===== src/rtl/timer_counter_pw_if.sv =====
//------------------------------------------------------------------------------
// Module      : timer_counter_pw_if
// Description : Control/status bundle for the parametrised timer counter.
//               The master side drives the controls; the slave side (the
//               counter) drives count, pulses, sticky status and irq.
// Revision    : 1.0 - initial release
//------------------------------------------------------------------------------
`default_nettype none

interface timer_counter_pw_if #(
  parameter int WIDTH = 8,
  parameter int PSC_W = 4
);
  // Controls
  logic             enable;
  logic             clk_ena;
  logic             up_down;
  logic             load;
  logic [1:0]       mode;
  logic [WIDTH-1:0] start_counter;
  logic [WIDTH-1:0] compare_value;
  logic [PSC_W-1:0] psc_div;
  logic             clr_status;
  logic [2:0]       irq_en;
  // Results
  logic [WIDTH-1:0] count;
  logic             running;
  logic             overflow;
  logic             underflow;
  logic             cmp_match;
  logic [2:0]       status;
  logic             irq;

  modport master (
    output enable, clk_ena, up_down, load, mode, start_counter,
           compare_value, psc_div, clr_status, irq_en,
    input  count, running, overflow, underflow, cmp_match, status, irq
  );

  modport slave (
    input  enable, clk_ena, up_down, load, mode, start_counter,
           compare_value, psc_div, clr_status, irq_en,
    output count, running, overflow, underflow, cmp_match, status, irq
  );
endinterface

`default_nettype wire


===== src/rtl/timer_counter_pw.sv =====
//------------------------------------------------------------------------------
// Module      : timer_counter_pw
// Description : Up/down timer counter with programmable prescaler,
//               free-run / auto-reload / one-shot modes, compare match,
//               wrap-aligned overflow/underflow pulses and sticky status
//               with a maskable interrupt.
// Revision    : 1.0 - initial release
//------------------------------------------------------------------------------
`default_nettype none

module timer_counter_pw #(
  parameter int WIDTH = 8,
  parameter int PSC_W = 4
) (
  input  wire logic          clk,
  input  wire logic          rst,
  timer_counter_pw_if.slave  bus
);

  localparam logic [WIDTH-1:0] c_MAX      = {WIDTH{1'b1}};
  localparam logic [WIDTH-1:0] c_ONE      = {{(WIDTH-1){1'b0}}, 1'b1};
  localparam logic [PSC_W-1:0] c_PSC_ONE  = {{(PSC_W-1){1'b0}}, 1'b1};
  localparam logic [1:0]       c_MODE_RELOAD  = 2'b01;
  localparam logic [1:0]       c_MODE_ONESHOT = 2'b10;

  logic [WIDTH-1:0] count_q, count_d;
  logic [PSC_W-1:0] psc_q, psc_d;
  logic             halted_q, halted_d;
  logic             ovf_q, ovf_d;
  logic             udf_q, udf_d;
  logic             cmp_q, cmp_d;
  logic [2:0]       status_q, status_d;
  logic             tick;
  logic             wrap;

  // Next-state logic: prescaler, count/wrap, event pulses and sticky status
  always_comb begin
    tick     = 1'b0;
    wrap     = 1'b0;
    count_d  = count_q;
    psc_d    = psc_q;
    halted_d = halted_q;
    ovf_d    = 1'b0;
    udf_d    = 1'b0;
    cmp_d    = 1'b0;
    // Registered pulses set status; a coincident clear loses to them.
    status_d = (bus.clr_status ? 3'b000 : status_q) | {cmp_q, udf_q, ovf_q};

    if (bus.load) begin
      count_d  = bus.start_counter;
      psc_d    = '0;
      halted_d = 1'b0;
    end else if (bus.enable && bus.clk_ena && !halted_q) begin
      // >= so a divider lowered below the current count ticks at once
      if (psc_q >= bus.psc_div) begin
        psc_d = '0;
        tick  = 1'b1;
      end else begin
        psc_d = psc_q + c_PSC_ONE;
      end
    end

    if (tick) begin
      if (bus.up_down) begin
        if (count_q == c_MAX) begin
          wrap  = 1'b1;
          ovf_d = 1'b1;
        end else begin
          count_d = count_q + c_ONE;
        end
      end else begin
        if (count_q == '0) begin
          wrap  = 1'b1;
          udf_d = 1'b1;
        end else begin
          count_d = count_q - c_ONE;
        end
      end

      if (wrap) begin
        if (bus.mode == c_MODE_RELOAD) begin
          count_d = bus.start_counter;
        end else begin
          count_d = bus.up_down ? '0 : c_MAX;
          if (bus.mode == c_MODE_ONESHOT) begin
            halted_d = 1'b1;
          end
        end
      end

      // Compare against the value the count is about to take
      cmp_d = (count_d == bus.compare_value);
    end
  end

  // State registers with synchronous reset
  always_ff @(posedge clk) begin
    if (rst) begin
      count_q  <= '0;
      psc_q    <= '0;
      halted_q <= 1'b0;
      ovf_q    <= 1'b0;
      udf_q    <= 1'b0;
      cmp_q    <= 1'b0;
      status_q <= 3'b000;
    end else begin
      count_q  <= count_d;
      psc_q    <= psc_d;
      halted_q <= halted_d;
      ovf_q    <= ovf_d;
      udf_q    <= udf_d;
      cmp_q    <= cmp_d;
      status_q <= status_d;
    end
  end

  assign bus.count     = count_q;
  assign bus.running   = ~halted_q;
  assign bus.overflow  = ovf_q;
  assign bus.underflow = udf_q;
  assign bus.cmp_match = cmp_q;
  assign bus.status    = status_q;
  assign bus.irq       = |(status_q & bus.irq_en);

endmodule

`default_nettype wire


===== src/flat_wrapper.sv =====
// flat-port wrapper written by rule: the top's interface ports become plain ports
module timer_counter_pw_flat 
#(
  parameter int WIDTH = 8,
  parameter int PSC_W = 4
)
  (clk, rst, bus_enable, bus_clk_ena, bus_up_down, bus_load, bus_mode, bus_start_counter, bus_compare_value, bus_psc_div, bus_clr_status, bus_irq_en, bus_count, bus_running, bus_overflow, bus_underflow, bus_cmp_match, bus_status, bus_irq);
  timer_counter_pw_if #(.WIDTH(WIDTH), .PSC_W(PSC_W)) bus_i ();
  input  wire logic clk;
  input  wire logic rst;
  input wire logic [$bits(bus_i.enable)-1:0] bus_enable;
  input wire logic [$bits(bus_i.clk_ena)-1:0] bus_clk_ena;
  input wire logic [$bits(bus_i.up_down)-1:0] bus_up_down;
  input wire logic [$bits(bus_i.load)-1:0] bus_load;
  input wire logic [$bits(bus_i.mode)-1:0] bus_mode;
  input wire logic [$bits(bus_i.start_counter)-1:0] bus_start_counter;
  input wire logic [$bits(bus_i.compare_value)-1:0] bus_compare_value;
  input wire logic [$bits(bus_i.psc_div)-1:0] bus_psc_div;
  input wire logic [$bits(bus_i.clr_status)-1:0] bus_clr_status;
  input wire logic [$bits(bus_i.irq_en)-1:0] bus_irq_en;
  output wire logic [$bits(bus_i.count)-1:0] bus_count;
  output wire logic [$bits(bus_i.running)-1:0] bus_running;
  output wire logic [$bits(bus_i.overflow)-1:0] bus_overflow;
  output wire logic [$bits(bus_i.underflow)-1:0] bus_underflow;
  output wire logic [$bits(bus_i.cmp_match)-1:0] bus_cmp_match;
  output wire logic [$bits(bus_i.status)-1:0] bus_status;
  output wire logic [$bits(bus_i.irq)-1:0] bus_irq;
  assign bus_i.enable = bus_enable;
  assign bus_i.clk_ena = bus_clk_ena;
  assign bus_i.up_down = bus_up_down;
  assign bus_i.load = bus_load;
  assign bus_i.mode = bus_mode;
  assign bus_i.start_counter = bus_start_counter;
  assign bus_i.compare_value = bus_compare_value;
  assign bus_i.psc_div = bus_psc_div;
  assign bus_i.clr_status = bus_clr_status;
  assign bus_i.irq_en = bus_irq_en;
  assign bus_count = bus_i.count;
  assign bus_running = bus_i.running;
  assign bus_overflow = bus_i.overflow;
  assign bus_underflow = bus_i.underflow;
  assign bus_cmp_match = bus_i.cmp_match;
  assign bus_status = bus_i.status;
  assign bus_irq = bus_i.irq;
  timer_counter_pw #(.WIDTH(WIDTH), .PSC_W(PSC_W)) u_core (.clk(clk), .rst(rst), .bus(bus_i));
endmodule

===== config.mk =====
export PLATFORM = sky130hd
export DESIGN_NAME = timer_counter_pw_flat
export DESIGN_NICKNAME = d
export VERILOG_FILES = /design/src/rtl/timer_counter_pw_if.sv /design/src/rtl/timer_counter_pw.sv /design/src/flat_wrapper.sv
export SDC_FILE = /design/constraint.sdc
export NUM_CORES = 1
export LEC_CHECK = 0
export CORE_MARGIN = 2
export CORE_UTILIZATION = 51
export CTS_CLUSTER_DIAMETER = 150
export CTS_CLUSTER_SIZE = 30
export DETAILED_ROUTE_END_ITERATION = 6
export PLACE_DENSITY = 0.86
export SKIP_CTS_REPAIR_TIMING = 1
export SYNTH_ARGS = -nofsm -noshare
export SYNTH_HDL_FRONTEND = slang
export SYNTH_SLANG_ARGS = --single-unit

===== constraint.sdc =====
create_clock -name clk -period 5.85 [get_ports clk]
set_input_delay 1.17 -clock clk [delete_from_list [all_inputs] [get_ports clk]]
set_output_delay 1.17 -clock clk [all_outputs]
set_load 0.02 [all_outputs]

### Yosys cells after proc, flatten, opt, wreduce, memory -nomap -nowiden

Cells that the tools add are included.
Widths: inputs -> output; s select.

* input port bits: 32
* register bits: 19

* $lt $le $gt $ge: 1
* mux-type cells: 23
* reduce and logical (&&, ||, !) cells: 9
* add/subtract/negate cells: 3
* equality and inequality tests: 4
* bitwise operators: 5

Operators by type and width (count)
* $mux 8: 9
* $mux 1: 12
* $reduce_or 3->1: 3
* $add 8x1->8 const B: 1
* $eq 8x8->1: 1
* $eq 8x8->1 const B: 1
* $logic_not 8->1: 1
* $sub 8x1->8 const B: 1
* $add 4x1->4 const B: 1
* $ge 4x4->1: 1
* $mux 4: 1
* $reduce_or 2->1: 2
* $and 3x3->3: 1
* $mux 3: 1
* $not 1->1: 3
* $or 3x3->3: 1
* $eq 2x1->1 const B: 1
* $eq 2x2->1 const B: 1
* $logic_and 1x1->1: 2
* $logic_not 1->1: 1

### Logic depth before layout (Yosys ltp)

Gate-level depths: netlist of run 1.

* depth after elaboration: 8
* gate-level depth with buffers: 10

### Worst setup path before layout of run 1

Ideal clock, no wire load.

* path kind: reg-to-reg
* start: register u_core.count_q[0], in the netlist u_core.bus.count[0]
* end: register u_core.cmp_q, in the netlist u_core.bus.cmp_match
* cell stages (with the launch flop): 11
* library setup time: 0.088 ns
* data arrival time: 2.884 ns
* period minus slack after synthesis: 2.972 ns
* buffers on the path: 1
* data required time: 5.762 ns
* slack: 2.878 ns
* cells stage by stage: dfxtp_1 > inv_1 > ha_1 > or4b_1 > buf_2 > or4_4 > a221oi_2 > or3_1 > nand3_1 > or4_1 > nor4_2

* cells in the longest elaborated chain, start to end: 7
* elaborated cells between the ends (all ways): 15

RTL lines
* from (decl): line timer_counter_pw.sv:26 `logic [WIDTH-1:0] count_q, count_d;`
* from (signal assigned): line timer_counter_pw.sv:107 `count_q <= count_d;`
* parallel branches: the longest is 4 deep, another holds $sub 8x1->8
* $mux 8 *: line timer_counter_pw.sv:80 `if (wrap) begin`
* $mux 8 *: line timer_counter_pw.sv:63 `if (tick) begin`
* $eq 8x8->1 *: line timer_counter_pw.sv:92 `cmp_d = (count_d == bus.compare_value);`
* to (signal assigned): line timer_counter_pw.sv:112 `cmp_q <= cmp_d;`
* to (decl): line timer_counter_pw.sv:31 `logic cmp_q, cmp_d;`

Mark *: on every way between the ends. The select of a mux whose other input is x is not followed.
A chain may end at the register's enable or synchronous reset.

### Worst setup path after layout of run 1

* start: input bus_up_down
* end: register u_core.cmp_q, in the netlist u_core.bus.cmp_match

* cells in the longest elaborated chain, start to end: 5
* elaborated cells between the ends (all ways): 8

RTL lines
* from (decl): line flat_wrapper.sv:13 `input wire logic [$bits(bus_i.up_down)-1:0] bus_up_down;`
* $mux 8 or $mux 1 (tied branches): line timer_counter_pw.sv:84, timer_counter_pw.sv:64
* $mux 8 or $mux 1 (tied branches): line timer_counter_pw.sv:81, timer_counter_pw.sv:63
* $mux 8 *: line timer_counter_pw.sv:80
* $mux 8 *: line timer_counter_pw.sv:63
* $eq 8x8->1 *: line timer_counter_pw.sv:92

Every way passes the cells marked *; elsewhere a longest branch is shown, timed or not. The select of a mux whose other input is x is not followed.

==> results of run 1 <==
cell type report:
class	count	share of cell area (%)
multi-input combinational	165	52.31
timing repair buffer	47	23.17
sequential	19	18.73
inverter	13	2.403
tap	33	2.033
clock buffer	3	1.109
clock inverter	1	0.2465
report_power, final:
group,leakage [nW],internal (mW),switching (mW)
Clock,0.0177,0.0255,0.0435
Combinational,0.589,0.0556,0.0558
Sequential,0.155,0.133,0.0105
Total,0.762,0.214,0.110
flip-flops by register name (all words and copies together) (netlist names):
signal,count
u_core.bus.count,8
u_core.psc_q,4
u_core.bus.status,3
u_core.bus.cmp_match,1
u_core.bus.overflow,1
u_core.bus.underflow,1
u_core.halted_q,1
how the worst max path moves through the flow:
stage,to,cells after the start,startpoint
floorplan,u_core.bus.cmp_match$_SDFF_PP0_,10,u_core.bus.count[0]$_SDFF_PP0_
global placement,u_core.bus.cmp_match$_SDFF_PP0_,8,bus_up_down
detailed placement,u_core.bus.cmp_match$_SDFF_PP0_,8,bus_up_down
CTS,u_core.bus.cmp_match$_SDFF_PP0_,8,bus_up_down
global route,u_core.bus.cmp_match$_SDFF_PP0_,8,bus_up_down
finish,u_core.bus.cmp_match$_SDFF_PP0_,8,bus_up_down
metal layers:
layer  routed length [um]  part of all wire (%)
met1                 1845                    44
met5                    0                     0
met3                  419                   9.9
met4                   47                   1.1
met2                 1904                    45
worst max-delay path, delay by kind of cell:
| kind | cells | cell delay (ps) |
|---|---|---|
| compound gates | 1 | 310 |
| simple gates | 5 | 1470 |
| buf+inv | 2 | 1040 |
kinds of logic after synthesis:
kind of cell / share of synthesized area [%]
fa+ha+maj: 6.299
mux: 1.890
buf+inv: 9.212
compound gates: 24.10
flops: 23.94
simple gates: 26.85
xor+xnor: 7.717
per-stage QoR:
step	total power [mW]	hold WS, ps	cells
global route	0.3427	519.6	281
finish	0.3243	481.1	281
floorplan	0.2158	483.0	211
CTS	0.3243	487.9	281
detailed placement	0.2553	459.6	277
global placement	0.2554	454.0	277
placed cells by master (no fill, tap or decap), types with 2 or more instances in the layout:
cell             instances
or3_1                    4
xor2_1                   8
clkdlybuf4s50_1         47
a31oi_1                  2
ha_1                     8
nand2b_1                 4
nand3_1                  7
inv_1                   12
or4_1                    2
clkbuf_4                 3
a21oi_1                 18
nand2_1                 17
xnor2_1                  6
nand4_1                  2
nor2_1                  22
dfxtp_1                 19
o21a_1                   2
nor3_1                   7
or2_2                    2
a211oi_1                 5
and3_1                   3
mux2i_1                  3
o211ai_1                 2
a221oi_1                 2
o21ai_0                 13
==> results.cfg, run 1 <==
[run_status]
run_status = finished, final reports clean

[critical_path]
r2r_setup_slack_ps = 2720
crit_path_end_kind = flip-flop
required_ps = 6080
path_cells = clkdlybuf4s50_1 > inv_1 > or3_2 > a221oi_2 > or3_1 > nand3_1 > or4_1 > nor4_2
path_max_fanout = 16
slowest_delay_ps = 820
timing.rr.end = u_core.bus.cmp_match$_SDFF_PP0_
cp_data_arrival_time_ps = 3990
rr_worst_depth = 9
timing_worst_setup_path_type = in2reg
r2r-start = u_core.bus.count[0]$_SDFF_PP0_
crit_path_top_delay_cell = clkdlybuf4s50_1
critPathLaunchType = input port

[global_routing]
grt_use_met2_pct = 37.73
grtUsageMet1_pct = 34.12
grt_util_met3_pct = 5.628
grt_overflow_total = 0
grt_pass1_vias = 1523
grt_max_degree = 17
antenna_found_initial = 0
grt_use_total_pct = 24.80
grt_first_pass_wirelength_mm = 6.824
grt.busiest_layer = met2

[logic_synthesis]
synth_seq_cells = 19
synth_top_area_share_pct = 23.94
synth_ff_type = dfxtp_1
synth_warnings = 0
yosysUniqueCellTypes = 55
netlist_top_cells_count = 22 x nor2_1, 19 x dfxtp_1, 18 x a21oi_1, 17 x nand2_1, 13 x o21ai_0
synth_area_um2 = 1589
synth-seq-area-share_pct = 23.94
yosys-top-cells-area = dfxtp_1 24%, ha_1 6.3%, a21oi_1 5.7%, nor2_1 5.2%, xor2_1 4.4%
async_flop_share_pct = 0
synth.net_count = 251
synth_edf_count = 0
synth_cells = 211
yosysTopAreaCell = dfxtp_1
syn_avg_cell_area_um2 = 7.531
synth.most_common_cell = nor2_1

[timing]
fmax_mhz = 266.4
drv_slew = 0
worst_pin_slew_ps = 547.9
finalSetupViolCount = 0
clock_skew_ps = 5.873
hold_violations = 0
layout_setup_ws_ps = 2096
finalWorstPathRequiredPeriod_ps = 3754
layout_worst_path_cycle_share_pct = 64.17
maxSlewHeadroom_pct = 63.14
rsz0062_at_grt = false
setup-tns-final_ps = 0

[min_path]
hp-class = reg2reg
whs_path_depth = 2
whs_endpoint = u_core.bus.status[1]$_SDFF_PP0_
hp-start = u_core.bus.underflow$_SDFF_PP0_

[floorplan]
core_area_um2 = 3003
rows = 20
fp.dieW_um = 59.82
die_h_um = 59.82
die-area_um2 = 3578
initial_utilization_pct = 52.92
ios = 48

[route]
drt_iter0_drc = 129
avgViaCountPerCell = 6.004
ant_nets = 0
via_count = 1687
wl_per_cell_um = 15.01
drt_wl_total_mm = 4.217
drc = 0
dr.pass1.iters = 4

[power]
power_density_nw_per_um2 = 159.7
leakage_nw = 0.7617
max-vdd-ir-drop_uv = 133.6

[clock_tree]
cts_root_buf = clkbuf_4
numClockSinks = 19
cts_buffers = 3
cts_max_level = 1
cts_tree = built
path_clk_slew_ps = 110
clock_latency_ps = 310
max-clock-path-buffers = 2

[final_layout]
drive_above_1_share_pct = 5.242
fin_util_pct = 67.63
multi_input_area_um2 = 1062
nNetsFinal = 289
final_cell_area_um2 = 2031
fillers = 272
regArea_um2 = 380.4
area_delta_synth_final_pct = 27.80
diodes = 0

[placement]
gp_congestion = 0.9677
portBuffers = 47
place_ws_ps = 1820
placed_area_um2 = 2003
dp_hpwl_mm = 3.218

[job]
drv_cap = 0
(Power assumes the default switching activity.)
==> run 2: changes to the inputs <==
--- a/config.mk
+++ b/config.mk
@@ -6,11 +6,11 @@
 export NUM_CORES = 1
 export LEC_CHECK = 0
 export CORE_MARGIN = 2
-export CORE_UTILIZATION = 51
+export CORE_UTILIZATION = 43
 export CTS_CLUSTER_DIAMETER = 150
 export CTS_CLUSTER_SIZE = 30
 export DETAILED_ROUTE_END_ITERATION = 6
-export PLACE_DENSITY = 0.86
+export PLACE_DENSITY = 0.77
 export SKIP_CTS_REPAIR_TIMING = 1
 export SYNTH_ARGS = -nofsm -noshare
 export SYNTH_HDL_FRONTEND = slang
==> constraint.sdc (replaced) <==
create_clock -name clk -period 3.3 [get_ports clk]
set_input_delay 0.66 -clock clk [delete_from_list [all_inputs] [get_ports clk]]
set_output_delay 0.66 -clock clk [all_outputs]
set_load 0.02 [all_outputs]
==> run 2 against run 1 <==
Final area increased by 7.7%. Worst setup slack got worse by 1800 ps. Combinational power is 100% higher. Flip-flop and latch count did not move. Via count up 4.5%. Critical endpoint unchanged. Largest cell class unchanged. Clock skew is 4.8 ps lower. Sequential power up 72%. Wire length up 7.5%. Core utilization fell by 7.0 points. Register-to-register slack got worse by 2400 ps. Global-route usage down 1.1 points. Highest routed layer unchanged.
==> results.cfg, run 2 (synthesis gave the netlist of run 1 again) <==
[timing]
worst_pin_slew_ps = 415.8
drv_slew = 0
rsz0062_at_grt = false
maxSlewHeadroom_pct = 72.24
setup-tns-final_ps = 0
finalWorstPathRequiredPeriod_ps = 2970
finalSetupViolCount = 0
hold_violations = 0
layout_worst_path_cycle_share_pct = 90.01
clock_skew_ps = 1.123
layout_setup_ws_ps = 329.8
fmax_mhz = 336.7

[floorplan]
rows = 22
core_area_um2 = 3606
ios = 48
fp.dieW_um = 64.79
initial_utilization_pct = 44.07
die_h_um = 64.79
die-area_um2 = 4198

[power]
leakage_nw = 0.8461
power_density_nw_per_um2 = 291.9
max-vdd-ir-drop_uv = 288.9
power.internal_mw = 0.4351
pwr-share-clk_pct = 26.0
power_mw = 0.6383
power.switching_mw = 0.2032
sequentialPowerShare_pct = 38.7
power.share.switching_pct = 31.83
pwr-share-comb_pct = 35.4

[route]
drc = 0
ant_nets = 0
dr.pass1.iters = 5
wl_per_cell_um = 14.53
via_count = 1763
drt_iter0_drc = 191
avgViaCountPerCell = 5.651
drt_wl_total_mm = 4.533

[critical_path]
cp_data_arrival_time_ps = 3150
r2r_setup_slack_ps = 330
path_max_fanout = 5
critPathLaunchType = flip-flop
rr_worst_depth = 9
r2r-start = u_core.bus.count[0]$_SDFF_PP0_
timing_worst_setup_path_type = reg2reg
timing.rr.end = u_core.bus.cmp_match$_SDFF_PP0_
crit_path_end_kind = flip-flop
critPathLaunch = u_core.bus.count[0]$_SDFF_PP0_
required_ps = 3480

[clock_tree]
numClockSinks = 19
cts_max_level = 1
path_clk_slew_ps = 70
max-clock-path-buffers = 2
cts_tree = built
cts_root_buf = clkbuf_8
cts_buffers = 3
clock_latency_ps = 260

[final_layout]
fin_util_pct = 60.65
diodes = 0
largest_register_ffs = 8
drive_above_1_share_pct = 10.61
area_delta_synth_final_pct = 37.64
final_cell_mix = 47 x clkdlybuf4s50_1, 22 x nor2_1, 19 x dfxtp_1
final_common_cell = clkdlybuf4s50_1
nNetsFinal = 305

[min_path]
whs_path_depth = 2
hp-start = u_core.bus.cmp_match$_SDFF_PP0_
whs_endpoint = u_core.bus.status[2]$_SDFF_PP0_
hp-class = reg2reg

[run_status]
run_status = finished, final reports clean

[global_routing]
grt_pass1_vias = 1670
grt_overflow_total = 0
grt_use_total_pct = 23.74
grt_first_pass_wirelength_mm = 7.907
antenna_found_initial = 0
grt_max_degree = 15

[placement]
place_ws_ps = 206.0
portBuffers = 47
gp_congestion = 1.021
dp_hpwl_mm = 3.488

[job]
drv_cap = 0
[run 2: cell types whose count changed in the layout (fill, tap and decap cells not counted), sizes merged]
cell    delta
clkbuf     +1
clkinv     -1
buf       +16
[run 2: area by class of cell]
cell class / instances / area (um^2)
Fill cell: 331 / 1419
Multi-Input combinational cell: 165 / 1062
Timing Repair Buffer: 63 / 590.6
Sequential cell: 19 / 380.4
Tap cell: 48 / 60.06
Inverter: 13 / 48.80
Clock buffer: 4 / 45.04
[run 2: worst max path at each step]
stage	end
2_1_floorplan	u_core.bus.cmp_match$_SDFF_PP0_
3_3_place_gp	u_core.bus.cmp_match$_SDFF_PP0_
3_5_place_dp	u_core.bus.cmp_match$_SDFF_PP0_
4_1_cts	u_core.bus.cmp_match$_SDFF_PP0_
5_1_grt	u_core.bus.cmp_match$_SDFF_PP0_
6_report	u_core.bus.cmp_match$_SDFF_PP0_
[run 2: worst max-delay path, cell delays in order, from the launching register on]
cell and delay [ps]:
dfxtp_1 320, inv_1 80, ha_1 140, or4b_1 560, or4_4 550, a221oi_2 340, or3_1 150, nand3_1 60
or4_1 420, nor4_2 260
[run 2: power by group through the flow]
stage | Sequential, mW | Clock (mW) | Combinational [mW]
floorplan | 0.257 | 0 | 0.126
global placement | 0.252 | 0 | 0.220
detailed placement | 0.252 | 0 | 0.221
CTS | 0.247 | 0.171 | 0.223
global route | 0.248 | 0.182 | 0.247
finish | 0.247 | 0.166 | 0.226
[run 2: metrics by stage]
stage                     hold WS (ps)  instance area [um^2]  cells
after floorplan                  483.0                  1589    211
after global placement           454.3                  2142    308
after detailed placement         460.4                  2142    308
after CTS                        479.0                  2187    312
after global routing             492.9                  2187    312
final                            470.7                  2187    312
[run 2: layer usage]
layer / part of all wire, % / global-route usage, % / vias to the layer above / wire (um)
li1: - / - / 865 / -
met4: 1.4 / 5.053 / 0 / 62
met1: 44 / 32.38 / 793 / 2002
met2: 45 / 38.79 / 95 / 2058
met3: 9.0 / 4.514 / 10 / 409
met5: 0 / 0 / - / 0
==> run 3: changes to the inputs <==
--- a/config.mk
+++ b/config.mk
@@ -10,6 +10,7 @@
 export CTS_CLUSTER_DIAMETER = 150
 export CTS_CLUSTER_SIZE = 30
 export DETAILED_ROUTE_END_ITERATION = 6
+export HOLD_SLACK_MARGIN = 0.02
 export PLACE_DENSITY = 0.77
 export SKIP_CTS_REPAIR_TIMING = 1
 export SYNTH_ARGS = -nofsm -noshare
==> results of run 3 <==
Final layout, timing and power as in run 2 (identical DEF).
